==> src/rtl/fsmc_reg_bridge_pkg.sv <==
// Shared register map, bit positions and FSM state type for the FSMC register bridge.
package fsmc_pkg;

  localparam logic [3:0] REG_CTRL   = 4'd1;
  localparam logic [3:0] REG_TXD    = 4'd2;
  localparam logic [3:0] REG_RXD    = 4'd3;
  localparam logic [3:0] REG_STATUS = 4'd4;

  localparam int CTRL_ENABLE   = 0;
  localparam int CTRL_TX_FLUSH = 1;
  localparam int CTRL_RX_FLUSH = 2;

  localparam int STAT_TX_OVF     = 15;
  localparam int STAT_RX_UNF     = 14;
  localparam int STAT_TX_FULL    = 13;
  localparam int STAT_RX_EMPTY   = 12;
  localparam int STAT_RX_LVL_LSB = 6;
  localparam int STAT_TX_LVL_LSB = 0;
  localparam int STAT_LVL_W      = 6;

  typedef enum logic [1:0] {
    IDLE   = 2'd0,
    ACCESS = 2'd1,
    COMMIT = 2'd2
  } bridge_state_t;

endpackage

==> src/rtl/fsmc_reg_bridge_sync_fifo.sv <==
// Show-ahead synchronous FIFO with flush; head reads 0 while empty.
module sync_fifo #(
  parameter int DEPTH = 16,
  parameter int DW    = 16
) (
  input  logic                     clk,
  input  logic                     reset,
  input  logic                     push,
  input  logic                     pop,
  input  logic                     flush,
  input  logic [DW-1:0]            din,
  output logic [DW-1:0]            head,
  output logic                     full,
  output logic                     empty,
  output logic [$clog2(DEPTH):0]   level
);
  localparam int AW = $clog2(DEPTH);
  localparam logic [AW:0] FULL_CNT = (AW+1)'(DEPTH);

  logic [DW-1:0] mem [DEPTH];
  logic [AW-1:0] wr_ptr;
  logic [AW-1:0] rd_ptr;
  logic [AW:0]   count;
  logic          pop_ok;
  logic          push_ok;

  assign empty   = (count == '0);
  assign full    = (count == FULL_CNT);
  assign level   = count;
  assign pop_ok  = pop & ~empty;
  // A pop in the same cycle frees a slot, so a push into a full FIFO is accepted then.
  assign push_ok = push & (~full | pop_ok);
  assign head    = empty ? '0 : mem[rd_ptr];

  always_ff @(posedge clk) begin
    if (reset || flush) begin
      wr_ptr <= '0;
      rd_ptr <= '0;
      count  <= '0;
    end else begin
      if (push_ok) wr_ptr <= wr_ptr + 1'b1;
      if (pop_ok)  rd_ptr <= rd_ptr + 1'b1;
      case ({push_ok, pop_ok})
        2'b10:   count <= count + 1'b1;
        2'b01:   count <= count - 1'b1;
        default: count <= count;
      endcase
    end
  end

  always_ff @(posedge clk) begin
    if (push_ok) mem[wr_ptr] <= din;
  end

endmodule

==> src/rtl/fsmc_reg_bridge.sv <==
// Register/FIFO bridge behind fsmc_interface: CTRL, STATUS, TX FIFO (MCU->stream), RX FIFO (stream->MCU).
module fsmc_reg_bridge
  import fsmc_pkg::*;
#(
  parameter int DEPTH = 16,
  parameter int DW    = 16
) (
  input  logic          clk,
  input  logic          reset,
  input  logic [3:0]    cs,
  input  logic          state,
  input  logic [DW-1:0] rx_word,
  output logic [DW-1:0] tx_word,
  output logic [DW-1:0] m_data,
  output logic          m_valid,
  input  logic          m_ready,
  input  logic [DW-1:0] s_data,
  input  logic          s_valid,
  output logic          s_ready,
  output logic          enable,
  output bridge_state_t dbg_state
);
  localparam int LW = $clog2(DEPTH) + 1;

  bridge_state_t fsm;
  logic [3:0]    cs_q;
  logic          state_q;
  logic [DW-1:0] word_q;
  logic          enable_q;
  logic          tx_ovf;
  logic          rx_unf;
  logic [DW-1:0] tx_word_q;
  logic [DW-1:0] rdata;
  logic [DW-1:0] status_word;

  logic          tx_full, tx_empty, rx_full, rx_empty;
  logic [LW-1:0] tx_level, rx_level;
  logic [DW-1:0] tx_head, rx_head;

  // Access FSM: the latched select/direction/word is acted on in the single COMMIT cycle
  // that follows the falling edge of cs, so long accesses still commit exactly once.
  always_ff @(posedge clk) begin
    if (reset) begin
      fsm     <= IDLE;
      cs_q    <= '0;
      state_q <= 1'b0;
      word_q  <= '0;
    end else begin
      case (fsm)
        ACCESS: begin
          if (cs != 4'd0) begin
            cs_q    <= cs;
            state_q <= state;
            word_q  <= rx_word;
          end else begin
            fsm <= COMMIT;
          end
        end
        IDLE, COMMIT: begin
          if (cs != 4'd0) begin
            fsm     <= ACCESS;
            cs_q    <= cs;
            state_q <= state;
            word_q  <= rx_word;
          end else begin
            fsm <= IDLE;
          end
        end
        default: fsm <= IDLE;
      endcase
    end
  end

  logic commit, ctrl_wr, txd_wr, rxd_rd, stat_rd;
  logic tx_push, tx_pop, tx_flush, rx_push, rx_pop, rx_flush;

  assign commit   = (fsm == COMMIT);
  assign ctrl_wr  = commit &  state_q & (cs_q == REG_CTRL);
  assign txd_wr   = commit &  state_q & (cs_q == REG_TXD);
  assign rxd_rd   = commit & ~state_q & (cs_q == REG_RXD);
  assign stat_rd  = commit & ~state_q & (cs_q == REG_STATUS);

  assign tx_flush = ctrl_wr & word_q[CTRL_TX_FLUSH];
  assign rx_flush = ctrl_wr & word_q[CTRL_RX_FLUSH];
  assign tx_push  = txd_wr & ~tx_full;
  assign rx_pop   = rxd_rd & ~rx_empty;

  // Streams use valid/ready: a beat transfers on any cycle where both are high;
  // valid never depends on ready, and both sides are held off while disabled.
  assign m_valid  = enable_q & ~tx_empty;
  assign s_ready  = enable_q & ~rx_full;
  assign tx_pop   = m_valid & m_ready;
  assign rx_push  = s_valid & s_ready;

  always_ff @(posedge clk) begin
    if (reset) begin
      enable_q <= 1'b0;
      tx_ovf   <= 1'b0;
      rx_unf   <= 1'b0;
    end else begin
      if (ctrl_wr) enable_q <= word_q[CTRL_ENABLE];
      if (txd_wr && tx_full) tx_ovf <= 1'b1;
      else if (stat_rd)      tx_ovf <= 1'b0;
      if (rxd_rd && rx_empty) rx_unf <= 1'b1;
      else if (stat_rd)       rx_unf <= 1'b0;
    end
  end

  always_comb begin
    status_word = '0;
    status_word[STAT_TX_OVF]   = tx_ovf;
    status_word[STAT_RX_UNF]   = rx_unf;
    status_word[STAT_TX_FULL]  = tx_full;
    status_word[STAT_RX_EMPTY] = rx_empty;
    status_word[STAT_RX_LVL_LSB +: STAT_LVL_W] = STAT_LVL_W'(rx_level);
    status_word[STAT_TX_LVL_LSB +: STAT_LVL_W] = STAT_LVL_W'(tx_level);
  end

  // Read data follows the live select so it is stable through the MCU read window.
  always_comb begin
    rdata = '0;
    case (cs)
      REG_CTRL:   rdata[CTRL_ENABLE] = enable_q;
      REG_RXD:    rdata = rx_head;
      REG_STATUS: rdata = status_word;
      default:    rdata = '0;
    endcase
  end

  always_ff @(posedge clk) begin
    if (reset) tx_word_q <= '0;
    else       tx_word_q <= rdata;
  end

  sync_fifo #(.DEPTH(DEPTH), .DW(DW)) u_tx_fifo (
    .clk   (clk),
    .reset (reset),
    .push  (tx_push),
    .pop   (tx_pop),
    .flush (tx_flush),
    .din   (word_q),
    .head  (tx_head),
    .full  (tx_full),
    .empty (tx_empty),
    .level (tx_level)
  );

  sync_fifo #(.DEPTH(DEPTH), .DW(DW)) u_rx_fifo (
    .clk   (clk),
    .reset (reset),
    .push  (rx_push),
    .pop   (rx_pop),
    .flush (rx_flush),
    .din   (s_data),
    .head  (rx_head),
    .full  (rx_full),
    .empty (rx_empty),
    .level (rx_level)
  );

  assign tx_word   = tx_word_q;
  assign m_data    = tx_head;
  assign enable    = enable_q;
  assign dbg_state = fsm;

endmodule

==> config.mk <==
export PLATFORM = sky130hd
export DESIGN_NAME = fsmc_reg_bridge
export DESIGN_NICKNAME = d
export VERILOG_FILES = /design/src/rtl/fsmc_reg_bridge_pkg.sv /design/src/rtl/fsmc_reg_bridge_sync_fifo.sv /design/src/rtl/fsmc_reg_bridge.sv
export SDC_FILE = /design/constraint.sdc
export NUM_CORES = 1
export LEC_CHECK = 0
export CAP_MARGIN = 20
export CORE_ASPECT_RATIO = 0.5
export CORE_MARGIN = 2
export CORE_UTILIZATION = 59
export CTS_CLUSTER_SIZE = 24
export DETAILED_ROUTE_END_ITERATION = 6
export HOLD_SLACK_MARGIN = 0.15
export PLACE_DENSITY = 0.77
export SYNTH_ARGS = -nofsm -noshare
export SYNTH_HDL_FRONTEND = slang
export SYNTH_SLANG_ARGS = --single-unit
==> constraint.sdc <==
create_clock -name clk -period 9.8 [get_ports clk]
set_input_delay 0.98 -clock clk [delete_from_list [all_inputs] [get_ports clk]]
set_output_delay 0.98 -clock clk [all_outputs]
set_load 0.02 [all_outputs]
# --- Word-level counts from Yosys, hierarchy flattened ---
# Memories as Yosys holds them, arrays and structs flattened. A register that Yosys moved wholly into a read port is not among the register bits.
# Cells that the tools add are included.
word_totals:
  inputBits: 41
  out_inout_bits: 37
  reg_bits: 68
  mem_bits_rw: 512
  memories: 2
classes:
  muxes: 20
  bitwise: 25
  eq_ne: 16
  reduce_logical: 15
  addsub: 8
mem_list:
  columns: ["memory", "words", "word_bits", "rd", "rd_clocked_by_memory_dff", "wr", "line", "source"]
  rows:
  - ["u_rx_fifo.mem", 16, 16, 1, 1, 1, "fsmc_reg_bridge_sync_fifo.sv:20", "logic [DW-1:0] mem [DEPTH];"]
  - ["u_tx_fifo.mem", 16, 16, 1, 1, 1, "fsmc_reg_bridge_sync_fifo.sv:20", null]
op_table:
  columns: ["operator", "n"]
  rows:
  - ["2-to-1 mux 16 bit", 2]
  - ["one-hot mux 15 bit (2 select lines)", 1]
  - ["one-hot mux 5 bit (2 select lines)", 2]
  - ["AND 1 bit", 18]
  - ["adder 4 x 1 -> 4 bit (second input constant)", 4]
  - ["2-to-1 mux 4 bit", 4]
  - ["== test 4 x 2 -> 1 bit (second input constant)", 3]
  - ["adder 5 x 1 -> 5 bit (second input constant)", 2]
  - ["== test 5 bit (second input constant)", 2]
  - ["logical NOT 5 bit", 2]
  - ["subtractor 5 x 1 -> 5 bit (second input constant)", 2]
  - ["== test 4 x 1 -> 1 bit (second input constant)", 2]
  - ["== test 4 x 3 -> 1 bit (second input constant)", 2]
  - ["2-to-1 mux 1 bit", 8]
  - ["nonzero test 2 bit", 4]
  - ["== test 2 x 1 -> 1 bit (second input constant)", 3]
  - ["== test 2 bit (second input constant)", 3]
  - ["NOT 1 bit", 5]
  - ["one-hot mux 2 bit (2 select lines)", 1]
  - ["nonzero test 4 bit", 1]
  - ["one-hot mux 1 bit (3 select lines)", 1]
  - ["OR reduction 3 bit", 1]
  - ["logical AND 1 bit", 2]
  - ["logical NOT 2 bit", 1]
  - ["6 further kinds", 8]

# --- Logic depth before layout (Yosys ltp) ---
depth:
  word_depth: 9
  mapped_depth: 13

# --- By module ---
# From an unflattened synthesis, not the netlist that was laid out.
unflattened:
  cells_unflattened: 1244
  hier_area_um2: 23359.9
modules_own_cells:
  columns: ["module", "cells_per_inst", "area_per_inst_um2", "seq_area_each_um2", "instances"]
  rows:
  - ["sync_fifo", 541, 10855.4, 8027.7, 2]
  - ["fsmc_reg_bridge", 162, 1649.1, 840.8, 1]

# --- Least setup slack after synthesis ---
# OpenSTA, ideal clock, no wires.
synth_timing:
  path_kind: "register to register"
  start: "register fsm[1], in the netlist dbg_state[1]"
  end: "memory u_tx_fifo.mem[1][0], enable pin"
  period_less_slack_ns: 3.384
  setup_slack_ns: 6.416
  arrival_ns: 2.954
  required_ns: 9.370
  path_buffers: 0
  setup_ns: 0.430
  path_stages_with_launch: 5
  cell_sequence: "dfxtp_1 -> or4b_4 -> a211oi_4 -> inv_4 -> nor4_1"
synth_between:
  elab_chain_cells: 7
synth_rtl:
  columns: ["element", "line", "source"]
  rows:
  - ["start, declared", "fsmc_reg_bridge.sv:25", "bridge_state_t fsm;"]
  - ["start signal, assigned", "fsmc_reg_bridge.sv:44", "fsm <= IDLE;"]
  - ["start signal, assigned", "fsmc_reg_bridge.sv:56", "fsm <= COMMIT;"]
  - ["start signal, assigned", "fsmc_reg_bridge.sv:61", "fsm <= ACCESS;"]
  - ["== test 2 bit", "fsmc_reg_bridge.sv:77", "assign commit = (fsm == COMMIT);"]
  - ["AND 1 bit (2 in series)", "fsmc_reg_bridge.sv:79", "assign txd_wr = commit & state_q & (cs_q == REG_TXD);"]
  - ["AND 1 bit", "fsmc_reg_bridge.sv:85", "assign tx_push = txd_wr & ~tx_full;"]
  - ["AND 1 bit", "fsmc_reg_bridge_sync_fifo.sv:32", "assign push_ok = push & (~full | pop_ok);"]
  - ["2-to-1 mux 1 bit", "fsmc_reg_bridge_sync_fifo.sv:52", "if (push_ok) mem[wr_ptr] <= din;"]
  - ["2-to-1 mux 1 bit (not written as such)", "fsmc_reg_bridge_sync_fifo.sv:52", null]
  - ["end, declared", "fsmc_reg_bridge_sync_fifo.sv:20", null]
# No other way between the ends.

==> flow_summary.toml <==
[clock_tree]
cts_tree = "done"
root_buffer = "clkbuf_16"
cts.sinks = 588
cts_setup_buffers = 0
clk_latency_ns = 0.57
cts_htree_levels = 2
numCtsBuffers = 49
clkTransAtPathRegs_ns = 0.08
ctsResizeCount = 0
holdBufCountCts = 0
cts_buffer_depth = 3

[floorplan]
core.rowCount = 50
die_y_um = 143
chipWidth_um = 283
dieArea_mm2 = 0.0405
io_pins = 78
initial_core_util = 0.606
core_area_mm2 = 0.0378

[final_layout]
antennaDiodeCount = 0
final_nets = 1354
drive_above_1_share = 0.219
fin_cells = 1858
area_delta_synth_final_pct = 14.4
post-route-util = 0.693
final_common_cell = "edfxtp_1"
nFillCells = 2306
final_area_mm2 = 0.0262
mostFrequentLayoutCells = "edfxtp_1 (512), mux4_2 (126), clkdlybuf4s50_1 (77)"
regArea_mm2 = 0.0169
multi_input_area_mm2 = 0.00567

[setup_path]
critPathMaxStageDelay_ns = 0.74
critical_path.cell_chain = "buf_4 > mux4_2 > mux2i_1 > o22ai_1 > clkdlybuf4s50_1"
worstPathMaxFanout = 36
critical_path.top_delay_family = "buffers and inverters"
crit_slowest_cell = "dfxtp_4"
critPathKind = "register to primary output"
reg2reg_depth = 10
crit_required_ns = 8.82
path_buf_inv = 2
arrival_ns = 3.55
cp-end-kind = "primary output"
r2r-end = "u_rx_fifo.level[4]$_SDFFE_PP0P_"
crit_end = "m_data[2]"
r2r-start = "dbg_state[1]$_SDFFE_PP0P_"
reg2reg_slack_ns = 6.61
cp-start-kind = "register"
crit_cells = 5

[sta]
fin_skew_ns = 0.0135
tns_ns = 0
drv_slew = 0
hold_violations = 0
slew_headroom = 0.300
hold_slack_ns = 0.484
post-route-period-util = 0.462
fmax_mhz = 221
period_needed_ns = 4.53
finalSetupViolCount = 0
setup_ws_ns = 5.27
worst_slew_pin_slew_ns = 1.05
rsz0062_at_grt = "no"

[synth]
ys_types = 64
synth_edf_count = 512
yosys.area_share.xor_xnor = 0.00574
synth_seq_cells = 588
ys_seq_area_frac = 0.738
syn_area_mm2 = 0.0229
postSynthCellCount = 1195
synth_top_family_by_area = "multiplexers"
synth_warnings = 0
syn_nets = 1252
synth-simple-area-share = 0.0396
synth_compound_area_frac = 0.0343
dominantRegCellSynth = "edfxtp_1"
synthMuxAreaShare = 0.157
synthAdderAreaFrac = 0.00875
syn-mean-instance-area_um2 = 19.2
async_reset_ff_frac = 0

[drt]
firstDrtPassIters = 5
vias = 11706
ant_nets = 0
wl_per_cell_um = 26.3
viasPerCell = 6.30
drc = 0
drt_iter0_drc = 1213
drt-total-wl_um = 48900

[placed_design]
io_buffers = 77
place_ws_ns = 5.80
dp.final_hpwl_um = 27800
placed_cell_area_mm2 = 0.0244
gp_congestion = 0.782
dp_cells = 1759

[power]
ir_drop_mv = 0.123
leakage_nw = 8.22
power_density_mw_per_mm2 = 185
p_total_mw = 4.84

[global_routing]
antenna_found_initial = 0
grt_pass1_vias = 11868
gr-total-overflow = 0
grt_max_degree = 65
grt_usage = 0.248
grt_pass1_wl_um = 72800

[min_path]
min_from = "u_tx_fifo.rd_ptr[3]$_SDFFE_PP0P_"
holdCritPathClass = "register to register"

[run]
cap_violations = 0

[outcome]
status = "finished clean"
-- kinds of logic after synthesis --
logic type,Yosys count
adder cells (fa/ha/maj),16
buffers and inverters,84
multiplexers,200
XOR/XNOR,15
AO/OA/AOI/OAI,110
AND/OR/NAND/NOR,182
flip-flops,588
-- layer usage --
| layer | share of wire | GRT usage | routed length, um |
|---|---|---|---|
| met1 | 0.40 | 0.328 | 19700 |
| met2 | 0.51 | 0.423 | 24900 |
| met3 | 0.069 | 0.0504 | 3380 |
| met4 | 0.021 | 0.0705 | 1010 |
| met5 | 0 | 0 | 0 |
-- registers in the layout, summed over array words and instances, names as in the netlist, named ones only --
| register | flops |
|---|---|
| enable | 1 |
| u_rx_fifo.level | 5 |
| word_q | 16 |
| u_rx_fifo.rd_ptr | 4 |
| dbg_state | 2 |
| tx_ovf | 1 |
| tx_word | 16 |
| state_q | 1 |
| u_rx_fifo.wr_ptr | 4 |
| u_tx_fifo.wr_ptr | 4 |
| u_tx_fifo.mem | 256 |
| u_tx_fifo.rd_ptr | 4 |
| u_tx_fifo.level | 5 |
| u_rx_fifo.mem | 256 |
| cs_q | 4 |
| rx_unf | 1 |
-- where the power goes --
part	internal, mW	switching (mW)	total [mW]	leakage, nW
Sequential	2.72	0.0216	2.74	5.26
Clock	1.15	0.892	2.05	0.818
Combinational	0.0197	0.0284	0.0481	2.14
Total	3.90	0.942	4.84	8.22
-- worst min-delay path, delay by kind of cell, from the launching register on --
family	cells	cell delay, ns
compound gates	2	0.13
flops	1	0.31
-- final cells by class --
class / count / area share
clock buffer: 64 / 0.0525
multi-input combinational: 523 / 0.217
timing repair buffer: 121 / 0.0465
clock inverter: 28 / 0.0118
sequential: 588 / 0.646
tap: 520 / 0.0248
inverter: 14 / 0.00210
-- worst min-delay path by stage --
stage / endpoint / depth (start not counted) / slack (ns)
after detailed placement: register / 2 / 0.47
final: register / 2 / 0.48
after global routing: register / 2 / 0.53
after CTS: register / 2 / 0.49
after global placement: register / 2 / 0.47
after floorplan: tx_ovf$_SDFFE_PP0P_ / 2 / 0.45
-- synthesized netlist by cell type (all sizes together) (9+ instances only) --
master  number  area, um2
nor2        54        203
edfxtp     512      15400
mux4       126       2840
o22ai       19        119
buf         33        175
o21ai       14       70.1
clkbuf      37        141
dfxtp       76       1520
xor2        12        105
and2         9       56.3
mux2        17        191
ha          16        200
a21oi       30        150
a221o       10        100
nand2       57        214
inv         14       55.1
mux2i       57        571
No activity file was read; power rests on OpenSTA's default activity.
